[src/rtl/mc_ctrl_pkg.sv]
// Shared types and constants for the multicycle RISC-V control FSM.
// EXEC_I keeps its encoding in every build; it is only reachable with MC_CTRL_ITYPE_EN.
package mc_ctrl_pkg;

    typedef enum logic [3:0] {
        S_FETCH    = 4'd0,
        S_DECODE   = 4'd1,
        S_MEMADR   = 4'd2,
        S_MEMREAD  = 4'd3,
        S_MEMWB    = 4'd4,
        S_MEMWRITE = 4'd5,
        S_EXEC_R   = 4'd6,
        S_ALUWB    = 4'd7,
        S_BRANCH   = 4'd8,
        S_HALT     = 4'd9,
        S_EXEC_I   = 4'd10
    } state_t;

    localparam logic [6:0] OP_LD    = 7'b0000011;
    localparam logic [6:0] OP_SD    = 7'b0100011;
    localparam logic [6:0] OP_RTYPE = 7'b0110011;
    localparam logic [6:0] OP_BEQ   = 7'b1100011;
    localparam logic [6:0] OP_ITYPE = 7'b0010011;

    localparam logic [1:0] ALUOP_ADD   = 2'b00;
    localparam logic [1:0] ALUOP_SUB   = 2'b01;
    localparam logic [1:0] ALUOP_FUNCT = 2'b10;

    localparam logic [1:0] SRCB_B    = 2'b00;
    localparam logic [1:0] SRCB_FOUR = 2'b01;
    localparam logic [1:0] SRCB_IMM  = 2'b10;
    localparam logic [1:0] SRCB_OFF  = 2'b11;

    // Last state of every retiring instruction; the next edge returns to FETCH.
    function automatic logic is_terminal(input state_t s);
        return (s == S_MEMWB) || (s == S_MEMWRITE) || (s == S_ALUWB) || (s == S_BRANCH);
    endfunction

endpackage

[src/rtl/mc_ctrl_outdec.sv]
// Combinational state -> datapath control decoder (Moore outputs).
// EXEC_I decoding is present only when MC_CTRL_ITYPE_EN is defined.
module mc_ctrl_outdec
    import mc_ctrl_pkg::*;
(
    input  logic [3:0] i_state,
    output logic [1:0] o_alu_op,
    output logic [1:0] o_alu_src_b,
    output logic       o_alu_src_a,
    output logic       o_pc_source,
    output logic       o_mem_to_reg,
    output logic       o_mem_read,
    output logic       o_mem_write,
    output logic       o_i_or_d,
    output logic       o_reg_write,
    output logic       o_ir_write,
    output logic       o_pc_write,
    output logic       o_pc_write_cond
);

    always_comb begin
        o_alu_op        = ALUOP_ADD;
        o_alu_src_b     = SRCB_B;
        o_alu_src_a     = 1'b0;
        o_pc_source     = 1'b0;
        o_mem_to_reg    = 1'b0;
        o_mem_read      = 1'b0;
        o_mem_write     = 1'b0;
        o_i_or_d        = 1'b0;
        o_reg_write     = 1'b0;
        o_ir_write      = 1'b0;
        o_pc_write      = 1'b0;
        o_pc_write_cond = 1'b0;
        case (i_state)
            S_FETCH: begin
                o_mem_read  = 1'b1;
                o_ir_write  = 1'b1;
                o_alu_src_b = SRCB_FOUR;
                o_pc_write  = 1'b1;
            end
            S_DECODE:   o_alu_src_b = SRCB_OFF;
            S_MEMADR: begin
                o_alu_src_a = 1'b1;
                o_alu_src_b = SRCB_IMM;
            end
            S_MEMREAD: begin
                o_mem_read = 1'b1;
                o_i_or_d   = 1'b1;
            end
            S_MEMWB: begin
                o_reg_write  = 1'b1;
                o_mem_to_reg = 1'b1;
            end
            S_MEMWRITE: begin
                o_mem_write = 1'b1;
                o_i_or_d    = 1'b1;
            end
            S_EXEC_R: begin
                o_alu_src_a = 1'b1;
                o_alu_op    = ALUOP_FUNCT;
            end
            S_ALUWB:    o_reg_write = 1'b1;
            S_BRANCH: begin
                o_alu_src_a     = 1'b1;
                o_alu_op        = ALUOP_SUB;
                o_pc_write_cond = 1'b1;
                o_pc_source     = 1'b1;
            end
`ifdef MC_CTRL_ITYPE_EN
            S_EXEC_I: begin
                o_alu_src_a = 1'b1;
                o_alu_src_b = SRCB_IMM;
            end
`endif
            default: ;
        endcase
    end

endmodule

[src/rtl/multicycle_control.sv]
// Moore control FSM for the multicycle RISC-V datapath with a retired-instruction counter.
// Define MC_CTRL_ITYPE_EN to add the addi path (DECODE -> EXEC_I -> ALUWB).
module multicycle_control
    import mc_ctrl_pkg::*;
#(
    parameter int CNT_W = 32
) (
    input  logic             clock,
    input  logic             reset,
    input  logic [6:0]       opcode,
    output logic [1:0]       ALUOp,
    output logic [1:0]       ALUSrcB,
    output logic             ALUSrcA,
    output logic             PCSource,
    output logic             MemtoReg,
    output logic             MemRead,
    output logic             MemWrite,
    output logic             IorD,
    output logic             RegWrite,
    output logic             IRWrite,
    output logic             PCWrite,
    output logic             PCWriteCond,
    output logic [3:0]       state,
    output logic             halted,
    output logic [CNT_W-1:0] instret
);

    state_t           r_state;
    state_t           w_next;
    logic [CNT_W-1:0] r_instret;

    logic [1:0] w_alu_op, w_alu_src_b;
    logic       w_alu_src_a, w_pc_source, w_mem_to_reg, w_mem_read, w_mem_write;
    logic       w_i_or_d, w_reg_write, w_ir_write, w_pc_write, w_pc_write_cond;

    always_ff @(posedge clock) begin
        if (reset) r_state <= S_FETCH;
        else       r_state <= w_next;
    end

    always_comb begin
        w_next = r_state;
        case (r_state)
            S_FETCH:  w_next = S_DECODE;
            S_DECODE: begin
                case (opcode)
                    OP_LD, OP_SD: w_next = S_MEMADR;
                    OP_RTYPE:     w_next = S_EXEC_R;
                    OP_BEQ:       w_next = S_BRANCH;
`ifdef MC_CTRL_ITYPE_EN
                    OP_ITYPE:     w_next = S_EXEC_I;
`endif
                    default:      w_next = S_HALT;
                endcase
            end
            // Opcode is re-sampled here; anything but LD/SD at this point is treated as illegal.
            S_MEMADR: begin
                if (opcode == OP_LD)      w_next = S_MEMREAD;
                else if (opcode == OP_SD) w_next = S_MEMWRITE;
                else                      w_next = S_HALT;
            end
            S_MEMREAD:  w_next = S_MEMWB;
            S_EXEC_R:   w_next = S_ALUWB;
`ifdef MC_CTRL_ITYPE_EN
            S_EXEC_I:   w_next = S_ALUWB;
`endif
            S_MEMWB, S_MEMWRITE, S_ALUWB, S_BRANCH: w_next = S_FETCH;
            S_HALT:     w_next = S_HALT;
            default:    w_next = S_HALT;
        endcase
    end

    // An instruction interrupted by reset in its last cycle is abandoned, not retired.
    always_ff @(posedge clock) begin
        if (reset)                    r_instret <= '0;
        else if (is_terminal(r_state)) r_instret <= r_instret + CNT_W'(1);
    end

    mc_ctrl_outdec u_outdec (
        .i_state         (r_state),
        .o_alu_op        (w_alu_op),
        .o_alu_src_b     (w_alu_src_b),
        .o_alu_src_a     (w_alu_src_a),
        .o_pc_source     (w_pc_source),
        .o_mem_to_reg    (w_mem_to_reg),
        .o_mem_read      (w_mem_read),
        .o_mem_write     (w_mem_write),
        .o_i_or_d        (w_i_or_d),
        .o_reg_write     (w_reg_write),
        .o_ir_write      (w_ir_write),
        .o_pc_write      (w_pc_write),
        .o_pc_write_cond (w_pc_write_cond)
    );

    always_comb begin
        ALUOp       = reset ? 2'b00 : w_alu_op;
        ALUSrcB     = reset ? 2'b00 : w_alu_src_b;
        ALUSrcA     = w_alu_src_a     & ~reset;
        PCSource    = w_pc_source     & ~reset;
        MemtoReg    = w_mem_to_reg    & ~reset;
        MemRead     = w_mem_read      & ~reset;
        MemWrite    = w_mem_write     & ~reset;
        IorD        = w_i_or_d        & ~reset;
        RegWrite    = w_reg_write     & ~reset;
        IRWrite     = w_ir_write      & ~reset;
        PCWrite     = w_pc_write      & ~reset;
        PCWriteCond = w_pc_write_cond & ~reset;
    end

    assign state   = r_state;
    assign halted  = (r_state == S_HALT);
    assign instret = r_instret;

endmodule

[config.mk]
export PLATFORM = sky130hd
export DESIGN_NAME = multicycle_control
export DESIGN_NICKNAME = d
export VERILOG_FILES = /design/src/rtl/mc_ctrl_pkg.sv /design/src/rtl/mc_ctrl_outdec.sv /design/src/rtl/multicycle_control.sv
export SDC_FILE = /design/constraint.sdc
export NUM_CORES = 1
export LEC_CHECK = 0
export ABC_AREA = 0
export CORE_AREA = 2 2 66 68
export CTS_BUF_LIST = sky130_fd_sc_hd__clkbuf_2 sky130_fd_sc_hd__clkbuf_4 sky130_fd_sc_hd__clkbuf_8
export CTS_CLUSTER_SIZE = 16
export DETAILED_ROUTE_END_ITERATION = 8
export DIE_AREA = 0 0 68 70
export PLACE_DENSITY = 0.94
export SYNTH_ARGS = -nofsm -noshare
export SYNTH_HDL_FRONTEND = slang
export SYNTH_SLANG_ARGS = --single-unit
[constraint.sdc]
create_clock -name clock -period 5.51 [get_ports clock]
set_clock_uncertainty 0.2 [all_clocks]
set_input_delay 1.102 -clock clock [delete_from_list [all_inputs] [get_ports clock]]
set_output_delay 1.102 -clock clock [all_outputs]
set_load 0.02 [all_outputs]
==> flow_summary.toml, run 1 <==
[run_status]
status = "finished, final reports clean"

[floorplanning]
die_w_um = 68
core-area_mm2 = 0.00414
die_area_mm2 = 0.00476
ioPinCount = 60
die_y_um = 70
start_util = 0.483
rows = 24

[detailed_routing]
wl_per_cell_um = 14.2
wl_met2_um = 2580
dr.first_iter.drc_count = 166
route.detailed.drc = 0
viasPerCell = 6.09
met1_length_um = 2040
top_layer = "met4"
drt-pass1-iter-count = 4
met3WireLength_um = 281
num_vias = 2131
ant_nets = 0
totalWireLength_um = 4990

[critical_path]
crit_start = "reset"
max_stage_delay_ns = 0.66
cp.required_ns = 4.21
critPathCapture = "PCWrite"
cp_common_cell = "clkdlybuf4s50_1"
crit_family = "buffers and inverters"
rrSetupSlack_ns = 2.59
crit_slowest_cell = "clkdlybuf4s50_1"
path_depth = 4
rr_startpoint = "state[0]$_SDFF_PP0_"
cp_max_fo = 8
worstPathArrival_ns = 2.99
path_class = "primary input to primary output"
cp-end-kind = "primary output"
crit_buf_inv = 2
crit_chain = "clkdlybuf4s50_1 -> or3_1 -> nor3_1 -> clkdlybuf4s50_1"
r2r_cells = 5
regToRegEndpoint = "instret[16]$_SDFFE_PP0P_"
crit_path_start_kind = "primary input"

[hold_path]
hold_path.startpoint = "instret[29]$_SDFFE_PP0P_"
hold_path.class = "flip-flop to flip-flop"

[power]
p_leak_nw = 0.862
peakVddDrop_v = 0.000144
power_density_mw_per_mm2 = 190
fin_total_pwr_mw = 0.510

[synthesis]
yosysMostFrequentCell = "dfxtp_1"
synth_top_flop_cell = "dfxtp_1"
synth_largest_area_cell = "dfxtp_1"
syn_inst = 249
yosys.area.top_type_share = 0.360
synthAdderAreaFrac = 0.00625
ys_async_sr_fraction = 0
synthSimpleGateAreaFrac = 0.315
yosysWarnings = 0
synth-xor-area-share = 0.0175
synth_top_family_by_area = "simple AND/OR/NAND/NOR gates"
yosys-top-cells-count = "dfxtp_1 (36), a21oi_1 (27), nor2_1 (17), o31ai_1 (17), or4_1 (17)"
synth_area_leaders = "dfxtp_1 (36%), a21oi_1 (6.7%), o31ai_1 (6.4%), or4_1 (6.4%), nor2_1 (3.2%)"
seq_area_frac_synth = 0.360
synth_compound_area_frac = 0.221
synthesis.area_mm2 = 0.00200
ys_ff_latch = 36
synthMuxAreaShare = 0.0219
syn_area_per_cell_um2 = 8.04
synth_nets = 259
synth_edf_count = 0
synth_cell_types = 46

[timing]
maxSlewViolCount = 0
setup_viol = 0
rsz0062_at_grt = "false"
worst_pin_slew_ns = 0.998
hold_viol_final = 0
fin_crit_ns = 4.29
tns_ns = 0
postLayoutSetupSlackWorst_ns = 1.22
max_slew_margin = 0.334
timing.fmax_mhz = 233
period_share = 0.779

[run]
cap_violations = 0

[grt]
grt_max_degree = 36
grt_pass1_vias = 1814
antenna_found_initial = 0
grt-ovfl-total = 0
grtUsageTotal = 0.222
grt_pass1_wl_um = 8160

[clock_network]
cts_tree = "built"
cts_setup_buffers = 0
clockRootBuffer = "clkbuf_8"
path_clk_slew_ns = 0.07
cts_hold_buf = 0
cts_buffers = 5
insertion_delay_ns = 0.29
htree_levels = 2
cts_resized = 0
cts_sinks = 36
clock_path_buffers = 2

[layout]
postLayoutCoreUtil = 0.646
nets = 307
syn_to_final_growth_pct = 33.7
drive_gt1_frac = 0.0503
n_antenna_cell = 0

[placement]
io_buffers = 59
dp_slack_ns = 1.21
dpl.hpwl_um = 3540
gp_congestion = 0.849
==> final cells by class <==
type | count | area [um2]
repair buffers | 62 | 613
inverters | 6 | 22.5
well taps | 52 | 65.1
fillers | 364 | 1470
clock buffers | 6 | 82.6
multi-input cells | 186 | 1160
clock inverters | 2 | 10.0
flip-flops and latches | 36 | 721
==> cells by family after synthesis <==
kind of cell    count (synthesis)
mux                             4
fa+ha+maj                       1
compound gates                 70
flops                          36
xor+xnor                        4
simple gates                  107
buf+inv                        27
==> how the worst min path moves through the flow <==
stage / end / slack (ns) / cells after the start
finish: instret[29]$_SDFFE_PP0P_ / 0.29 / 2
global route: instret[28]$_SDFFE_PP0P_ / 0.34 / 2
CTS: instret[29]$_SDFFE_PP0P_ / 0.30 / 2
detailed placement: instret[29]$_SDFFE_PP0P_ / 0.29 / 2
global placement: instret[29]$_SDFFE_PP0P_ / 0.27 / 2
floorplan: instret[29]$_SDFFE_PP0P_ / 0.36 / 2
==> worst register-to-register path, stage by stage, from the launching register on <==
cell	delay (ns)
dfxtp_1	0.65
nand2b_1	0.35
o2111ai_1	0.54
buf_4	0.39
nor4_1	0.33
mux2_1	0.35
==> cell usage in the layout, fill, tap and decap left out, types with 3 or more instances in the layout <==
cell type	n
o21ai_0	9
nor3_1	8
dfxtp_1	36
nand2b_1	3
xor2_1	3
o31ai_1	17
or3_1	7
clkdlybuf4s50_1	59
nor4_1	8
clkbuf_8	6
and3_1	3
nand4_1	7
or4_1	17
nand3_1	9
nand2_1	11
inv_1	6
a21oi_1	27
and4_1	3
nor2_1	17
buf_4	3
nor2b_1	8
==> metrics by stage <==
step                      hold WS [ns]  area [um2]  std cells
after global placement           0.273        2590        342
after detailed placement         0.286        2590        342
final                            0.292        2680        350
after CTS                        0.297        2680        350
after global routing             0.342        2680        350
after floorplan                  0.359        2000        249
==> routing by layer <==
layer,up-vias,global-route usage
li1,1047,-
met1,1003,0.282
met2,71,0.358
met3,10,0.0548
met4,0,0.0844
met5,-,0
==> sequential cells by signal (all words and copies together) (netlist names) <==
register / count
instret: 32
state: 4
==> report_power, final <==
group          switching, mW  internal, mW  leakage [nW]
clock network         0.0926        0.0996        0.0510
logic                 0.0267        0.0231         0.521
registers            0.00544         0.262         0.291
total                  0.125         0.385         0.862
(Power assumes the default switching activity.)
==> run 2, diff against run 1 <==
--- a/config.mk
+++ b/config.mk
@@ -6,12 +6,12 @@
 export NUM_CORES = 1
 export LEC_CHECK = 0
 export ABC_AREA = 0
-export CORE_AREA = 2 2 66 68
+export CORE_AREA = 2 2 67 69
 export CTS_BUF_LIST = sky130_fd_sc_hd__clkbuf_2 sky130_fd_sc_hd__clkbuf_4 sky130_fd_sc_hd__clkbuf_8
 export CTS_CLUSTER_SIZE = 16
 export DETAILED_ROUTE_END_ITERATION = 8
-export DIE_AREA = 0 0 68 70
-export PLACE_DENSITY = 0.94
+export DIE_AREA = 0 0 69 71
+export PLACE_DENSITY = 0.92
 export SYNTH_ARGS = -nofsm -noshare
 export SYNTH_HDL_FRONTEND = slang
 export SYNTH_SLANG_ARGS = --single-unit
==> constraint.sdc (replaced) <==
create_clock -name clock -period 4.35 [get_ports clock]
set_clock_uncertainty 0.2 [all_clocks]
set_input_delay 0.87 -clock clock [delete_from_list [all_inputs] [get_ports clock]]
set_output_delay 0.87 -clock clock [all_outputs]
set_load 0.02 [all_outputs]
==> run 2 against run 1 <==
  * Register-to-register slack worse by 0.83 ns
  * Power is 42% higher
  * Worst setup slack worse by 0.61 ns
  * Cell count stayed put
  * Core utilization is 0.12 points lower
  * Clock power is 69% higher
  * Sequential cell count stayed put
  * Critical path depth stayed put
  * Critical path type unchanged
  * Combinational power is 28% higher
  * Die area is 2.9% higher
  * Hold slack better by 0.0097 ns
==> flow_summary.toml, run 2 (synthesis results as in run 1) <==
[hold_path]
hold_path.class = "flip-flop to flip-flop"

[power]
p_leak_nw = 0.876
peakVddDrop_v = 0.000171
fin_total_pwr_mw = 0.726
power_density_mw_per_mm2 = 268

[run]
cap_violations = 0

[critical_path]
cp-end-kind = "primary output"
crit_start = "reset"
regToRegEndpoint = "instret[21]$_SDFFE_PP0P_"
r2r_cells = 4
rrSetupSlack_ns = 1.76
critPathCapture = "PCWrite"
cp.required_ns = 3.28
crit_path_start_kind = "primary input"
crit_slowest_cell = "clkdlybuf4s50_1"
cp_max_fo = 6
cp_common_cell = "clkdlybuf4s50_1"
worstPathArrival_ns = 2.67
max_stage_delay_ns = 0.66
path_class = "primary input to primary output"
rr_startpoint = "instret[4]$_SDFFE_PP0P_"
crit_chain = "clkdlybuf4s50_1 -> or3_1 -> nor3_1 -> clkdlybuf4s50_1"

[clock_network]
insertion_delay_ns = 0.29
cts_resized = 0
clockRootBuffer = "clkbuf_8"
cts_sinks = 36
cts_setup_buffers = 0
cts_tree = "built"
clock_path_buffers = 2
htree_levels = 2
cts_hold_buf = 0
cts_buffers = 5
path_clk_slew_ns = 0.07

[detailed_routing]
num_vias = 2073
viasPerCell = 5.92
totalWireLength_um = 5040
route.detailed.drc = 0
wl_per_cell_um = 14.4
dr.first_iter.drc_count = 139
drt-pass1-iter-count = 4
ant_nets = 0

[grt]
grt-ovfl-total = 0
grt_pass1_vias = 1911
grt_max_degree = 38
grt_pass1_wl_um = 8310
grtUsageTotal = 0.200
antenna_found_initial = 0

[floorplanning]
start_util = 0.476
die_area_mm2 = 0.00490
rows = 24
core-area_mm2 = 0.00420
die_y_um = 71
ioPinCount = 60
die_w_um = 69

[timing]
setup_viol = 0
tns_ns = 0
max_slew_margin = 0.515
rsz0062_at_grt = "false"
postLayoutSetupSlackWorst_ns = 0.605
timing.fmax_mhz = 267
holdWs_ns = 0.301
hold_viol_final = 0
period_share = 0.861
worst_pin_slew_ns = 0.728
maxSlewViolCount = 0
fin_crit_ns = 3.74

[layout]
drive_gt1_frac = 0.0503
instances_no_fill = 350
final_cell_area_mm2 = 0.00271
nets = 307
fill_cells = 366
postLayoutCoreUtil = 0.645
n_antenna_cell = 0
final_common_cell = "clkdlybuf4s50_1"
syn_to_final_growth_pct = 35.4
largest_reg_flops = 32
most-common-layout-cells = "clkdlybuf4s50_1 (59), dfxtp_1 (36), a21oi_1 (27)"

[placement]
gp_congestion = 0.886
io_buffers = 59
place_area_mm2 = 0.00259
dp_slack_ns = 0.594
dpl.cell_count = 342
dpl.hpwl_um = 3370

[run_status]
status = "finished, final reports clean"
[run 2: worst min-delay path by stage]
stage | depth (start not counted) | endpoint | from | slack (ns)
3_3_place_gp | 2 | instret[26]$_SDFFE_PP0P_ | instret[26]$_SDFFE_PP0P_ | 0.28
3_5_place_dp | 2 | instret[26]$_SDFFE_PP0P_ | instret[26]$_SDFFE_PP0P_ | 0.28
4_1_cts | 2 | instret[26]$_SDFFE_PP0P_ | instret[26]$_SDFFE_PP0P_ | 0.30
6_report | 2 | instret[29]$_SDFFE_PP0P_ | instret[29]$_SDFFE_PP0P_ | 0.30
2_1_floorplan | 2 | instret[29]$_SDFFE_PP0P_ | instret[29]$_SDFFE_PP0P_ | 0.36
5_1_grt | 2 | instret[26]$_SDFFE_PP0P_ | instret[26]$_SDFFE_PP0P_ | 0.34
[run 2: area by class of cell]
class / count / area [um2] / area share
clock buffers: 7 / 96.3 / 0.0355
clock inverters: 1 / 30.0 / 0.0111
inverters: 6 / 22.5 / 0.00830
well taps: 52 / 65.1 / 0.0240
repair buffers: 62 / 613 / 0.226
multi-input cells: 186 / 1160 / 0.429
flip-flops and latches: 36 / 721 / 0.266
[run 2: power breakdown]
group          switching (mW)  total (mW)  internal (mW)
Combinational          0.0343      0.0635         0.0293
Sequential            0.00715       0.339          0.332
Clock                   0.121       0.324          0.202
Total                   0.163       0.726          0.564
[run 2: critical path: cells and delay by family]
family | cells | cell delay (ns)
buffers and inverters | 2 | 1.17
and+or+nand+nor | 2 | 0.64
[run 2: metal layers]
metal	track usage	routed length, um
met3	0.0442	233
met1	0.248	2280
met4	0.0675	42
met2	0.346	2480
met5	0	0
